===== src/rtl/bus_source_arbiter.sv =====
// bus_source_arbiter
//   Sequential arbiter choosing which datapath source drives the shared
//   32-bit bus. Produces a registered one-hot (or all-zero) grant for the
//   bus-select encoder, bounds tenure to MAX_HOLD cycles (0 = unlimited)
//   unless lock is held, and always leaves one undriven cycle between owners.
//
//   Build option: define BUS_ARB_ROUND_ROBIN_EN for rotating priority;
//   otherwise the lowest valid request index wins.
//
// Ports
//   clk     : clock, rising edge
//   clr     : synchronous active-high reset
//   req     : per-source request (0-15 R0-R15, 16 HI, 17 LO, 18 Zhigh,
//             19 Zlow, 20 PC, 21 MDR, 22 InPort, 23 C-sign)
//   lock    : current owner keeps the bus regardless of MAX_HOLD
//   grant   : registered one-hot bus-drive enable, or all-zero
//   owner   : binary index of granted source, 5'b11111 when none
//   busy    : grant is non-zero
//   timeout : one-cycle pulse in the gap after a forced release
module bus_source_arbiter #(
  parameter int unsigned NREQ     = 24,
  parameter int unsigned MAX_HOLD = 8
) (
  input  logic        clk,
  input  logic        clr,
  input  logic [31:0] req,
  input  logic        lock,
  output logic [31:0] grant,
  output logic [4:0]  owner,
  output logic        busy,
  output logic        timeout
);

  typedef enum logic [1:0] {IDLE, GRANT, GAP} state_t;

  // Requests at index NREQ and above can never win.
  localparam logic [31:0] VALID_MASK = 32'((64'd1 << NREQ) - 64'd1);

  state_t      state, state_nxt;
  logic [31:0] valid;
  logic [31:0] hold_cnt, hold_nxt;
  logic [31:0] grant_nxt;
  logic [4:0]  owner_nxt;
  logic        busy_nxt, timeout_nxt;
  logic        win_found;
  logic [4:0]  win_idx;

`ifdef BUS_ARB_ROUND_ROBIN_EN
  logic [4:0]  ptr, ptr_nxt;
`endif

  always_comb begin
    valid = req & VALID_MASK;
  end

  // Winner search: a single index is selected, so grant stays one-hot.
  always_comb begin
    int unsigned pos;
    win_found = 1'b0;
    win_idx   = '0;
    pos       = 0;
    for (int unsigned i = 0; i < NREQ; i++) begin
`ifdef BUS_ARB_ROUND_ROBIN_EN
      pos = 32'(ptr) + i;
      if (pos >= NREQ) pos = pos - NREQ;
`else
      pos = i;
`endif
      if (!win_found && valid[pos[4:0]]) begin
        win_found = 1'b1;
        win_idx   = pos[4:0];
      end
    end
  end

  always_comb begin
    state_nxt   = state;
    grant_nxt   = grant;
    owner_nxt   = owner;
    busy_nxt    = busy;
    timeout_nxt = 1'b0;
    hold_nxt    = hold_cnt;
`ifdef BUS_ARB_ROUND_ROBIN_EN
    ptr_nxt     = ptr;
`endif
    case (state)
      IDLE, GAP: begin
        if (win_found) begin
          state_nxt          = GRANT;
          grant_nxt          = '0;
          grant_nxt[win_idx] = 1'b1;
          owner_nxt          = win_idx;
          busy_nxt           = 1'b1;
          hold_nxt           = 32'd1;
`ifdef BUS_ARB_ROUND_ROBIN_EN
          ptr_nxt = (win_idx == 5'(NREQ - 1)) ? 5'd0 : win_idx + 5'd1;
`endif
        end else begin
          state_nxt = IDLE;
          grant_nxt = '0;
          owner_nxt = '1;
          busy_nxt  = 1'b0;
        end
      end
      GRANT: begin
        if (!req[owner]) begin
          state_nxt = GAP;
          grant_nxt = '0;
          owner_nxt = '1;
          busy_nxt  = 1'b0;
        end else if (lock || (MAX_HOLD == 0) || (hold_cnt < MAX_HOLD)) begin
          // Counter saturates so a late lock drop releases on the next edge.
          if (hold_cnt < MAX_HOLD) hold_nxt = hold_cnt + 32'd1;
        end else begin
          state_nxt   = GAP;
          grant_nxt   = '0;
          owner_nxt   = '1;
          busy_nxt    = 1'b0;
          timeout_nxt = 1'b1;
        end
      end
      default: begin
        state_nxt = IDLE;
        grant_nxt = '0;
        owner_nxt = '1;
        busy_nxt  = 1'b0;
      end
    endcase
  end

  always_ff @(posedge clk) begin
    if (clr) begin
      state    <= IDLE;
      grant    <= '0;
      owner    <= '1;
      busy     <= 1'b0;
      timeout  <= 1'b0;
      hold_cnt <= '0;
`ifdef BUS_ARB_ROUND_ROBIN_EN
      ptr      <= '0;
`endif
    end else begin
      state    <= state_nxt;
      grant    <= grant_nxt;
      owner    <= owner_nxt;
      busy     <= busy_nxt;
      timeout  <= timeout_nxt;
      hold_cnt <= hold_nxt;
`ifdef BUS_ARB_ROUND_ROBIN_EN
      ptr      <= ptr_nxt;
`endif
    end
  end

endmodule

===== config.mk =====
export PLATFORM = sky130hd
export DESIGN_NAME = bus_source_arbiter
export DESIGN_NICKNAME = d
export VERILOG_FILES = /design/src/rtl/bus_source_arbiter.sv
export SDC_FILE = /design/constraint.sdc
export NUM_CORES = 1
export LEC_CHECK = 0
export ABC_AREA = 1
export BUFFER_PORTS_ARGS = -buffer_cell sky130_fd_sc_hd__buf_2
export CAP_MARGIN = 25
export CORE_UTILIZATION = 55
export DETAILED_ROUTE_END_ITERATION = 8
export MAX_ROUTING_LAYER = met4
export PLACE_DENSITY_LB_ADDON = 0.05
export SETUP_SLACK_MARGIN = 0.3
export SYNTH_ARGS = -nofsm -noshare
export SYNTH_HDL_FRONTEND = slang
export SYNTH_SLANG_ARGS = --single-unit

===== constraint.sdc =====
create_clock -name clk -period 6.15 [get_ports clk]
set_input_delay 1.23 -clock clk [delete_from_list [all_inputs] [get_ports clk]]
set_output_delay 1.23 -clock clk [all_outputs]
set_load 0.03 [all_outputs]

==> results.yml <==
power_and_ir_drop:
  power_uw: 1077
  ir_drop_uv: 172.6
  powerDensity_nw_per_um2: 270.3
  p_leak_uw: 0.001695
critical_path:
  r2r-end: "owner[2]"
  crit_chain: "buf_2, inv_1, o21ai_0, a21oi_1, o21ai_0, nand3_1, a32oi_1, nand2_1, nor2_4, inv_1, o22ai_1, nand2_1"
  cp-end-kind: "register"
  worst-path-stages: 12
  rr_worst_depth: 11
  crit_arrival_ps: 3720
  rr_startpoint: "owner[0]"
  crit_slowest_cell: "nor2_4"
  crit_path_max_incr_delay_ps: 520
  crit_family: "compound AO/OA/AOI/OAI gates"
  cp_max_fo: 28
  path_buf_inv: 3
  start_kind: "primary input"
  worstPathRequired_ps: 6360
  critical_path.startpoint: "req[23]"
  rrSetupSlack_ps: 2910
  worstSetupPathType: "primary input to register"
  endpoint: "owner[2]"
cts:
  cts_tree: "done"
  cts_root_buffer: "clkbuf_8"
  cts_sinks: 72
  numCtsBuffers: 9
  clock_latency_ps: 350
  cts-hold-fix-buffers: 0
  cts-resized-gates: 0
  clk_pin_slew_ps: 70
  post_cts_buffers: 0
  clk_path_buf_depth: 2
  htree_levels: 3
timing:
  setup_viol: 0
  layout_min_cycle_time_ps: 3505
  fin_skew_ps: 11.96
  final_hold_viol_count: 0
  drv_slew: 0
  tightest_slew_ps: 755.1
  max_clock_freq_mhz: 285.3
  finalCritPeriodShare_pct: 56.99
  slew_headroom_pct: 49.35
  hold_ws_ps: 441.8
  fin_tns_setup_ps: 0
  fin_ws_ps: 2645
  rsz0062_at_grt: "no"
placed_design:
  place_hpwl_um: 5602
  port-buffer-count: 73
  place_inst: 568
  place_congestion: 0.9314
  dpl_worst_slack_ps: 2335
yosys:
  yosysUniqueCellTypes: 35
  yosysSeqAreaShare_pct: 42.45
  synth_area_um2: 3396
  yosys_warnings: 0
  synthCells: 437
  synth.avg_cell_area_um2: 7.771
  ys_ff_latch: 72
  syn_nets: 473
global_routing:
  grt_pass1_wl_um: 13030
  overflow: 0
  grt_pass1_vias: 2722
  grt_usage_pct: 27.41
  grt_max_degree: 58
  antenna_found_initial: 0
cells_and_area:
  diodes: 0
  area_growth_pct: 17.35
  drive_gt1_share_pct: 32.61
  final.fill_count: 524
  finalNonFillerCells: 584
  nets: 540
die:
  num_rows: 28
  initial_core_util_pct: 57.35
  die_w_um: 80.58
  die_area_um2: 6492
  pin_count: 74
  die_y_um: 80.58
  coreArea_um2: 5921
worst_hold_path:
  hp-class: "register to register"
drt:
  wirelength_um: 8018
  drtIter0Drc: 252
  route.detailed.drc: 0
  vias: 3129
  via_per_inst: 5.358
  first_pass_iters: 5
  antenna_left: 0
  post_drt_wl_per_cell_um: 13.73
flow_run:
  drv_cap: 0
status:
  status: "complete, no violations"
## cells in the mapped netlist
| master | n | area share (%) |
|---|---|---|
| xnor2_1 | 1 | 0.26 |
| a32oi_1 | 1 | 0.26 |
| inv_2 | 1 | 0.11 |
| nand3_1 | 18 | 2.7 |
| nand2_2 | 30 | 5.5 |
| nor3b_1 | 1 | 0.22 |
| o22ai_1 | 4 | 0.74 |
| o41ai_1 | 1 | 0.26 |
| clkinv_1 | 1 | 0.11 |
| buf_12 | 3 | 1.8 |
| nand3_2 | 1 | 0.29 |
| nor2_8 | 1 | 0.59 |
| nor2_4 | 6 | 2.0 |
| nand4_1 | 5 | 0.92 |
| o311ai_0 | 1 | 0.26 |
| o21ai_1 | 4 | 0.59 |
| nor2_2 | 30 | 5.5 |
| ha_1 | 1 | 0.37 |
| o211ai_1 | 2 | 0.44 |
| nand2_1 | 74 | 8.2 |
| a31oi_1 | 1 | 0.18 |
| nand2_4 | 1 | 0.33 |
| o21ai_0 | 20 | 2.9 |
| nor2_1 | 39 | 4.3 |
| nand3b_1 | 2 | 0.44 |
| nand4_4 | 5 | 3.1 |
| clkbuf_1 | 11 | 1.2 |
| a31o_2 | 1 | 0.26 |
| dfxtp_1 | 72 | 42 |
| buf_2 | 4 | 0.59 |
| a21oi_1 | 40 | 5.9 |
| nor3_1 | 10 | 1.5 |
| or2_2 | 1 | 0.18 |
| nor4_1 | 9 | 1.7 |
| inv_1 | 35 | 3.9 |
## where the power goes
part / switching [µW] / internal, µW / total, µW
sequential: 10.5 / 474 / 484
combinational: 102 / 38.9 / 141
clock: 179 / 272 / 452
## cells in the final DEF (no fill, tap or decap), drive strengths merged
cell type / count
a21oi: 40
inv: 37
a31o: 1
clkinv: 3
o21ai: 24
o211ai: 2
nor3: 10
nor3b: 1
o311ai: 1
dfxtp: 72
o41ai: 1
nand4: 10
a31oi: 1
bufinv: 3
nand2: 105
or2: 1
nor2: 76
xnor2: 1
buf: 74
nand3: 19
nand3b: 2
ha: 1
a32oi: 1
o22ai: 4
nor4: 9
clkbuf: 10
## metal layers
layer  up-vias  share of wire, %  track usage (%)
met1      1438                46            35.94
met5         -                 0                -
met4         0               1.9            10.36
li1       1563                 -                -
met3        16               6.3            6.250
met2       112                45            40.93
## worst reg2reg max path, stage by stage (launching register included)
cell	delay [ps]
dfxtp_1	520
inv_2	260
o21ai_0	250
a21oi_1	60
o21ai_0	170
nand3_1	100
a32oi_1	370
nand2_1	180
nor2_4	520
inv_1	390
o22ai_1	250
nand2_1	60
## layout make-up
class	instances	area, µm²	share of cell area [%]
clock buffers	10	127.6	3.203
clock inverters	6	116.4	2.920
inverters	37	138.9	3.485
multi-input cells	310	1694	42.51
flip-flops and latches	72	1441	36.17
well taps	75	93.84	2.355
repair buffers	74	372.9	9.356
## per-stage QoR
step	cell area [µm²]	util [%]
finish	3985	67.31
global route	3985	67.31
CTS	3985	67.31
detailed placement	3741	63.19
global placement	3741	63.19
floorplan	3396	-
## worst min path at each step
stage	startpoint	end	slack, ps	depth (start not counted)
floorplan	hold_cnt[3]	hold_cnt[3]	430	2
global placement	grant[28]	grant[28]	430	2
detailed placement	grant[28]	grant[28]	430	2
CTS	grant[28]	grant[28]	440	2
global route	grant[30]	grant[30]	460	2
finish	grant[30]	grant[30]	440	2
## cells by family after synthesis
kind of cell	share of synthesized area, %
AOI/OAI and AO/OA	11.83
xor gates and xnor gates	0.2580
adders and majority gates	0.3684
DFF	42.45
and+or+nand+nor	37.44
buffers and inverters	7.664
## flip-flops by register name (all words and copies together), names as in the netlist
name and count:
owner 5, timeout 1, state 2, hold_cnt 32
grant 32
Power figures use the tool's default switching activity.
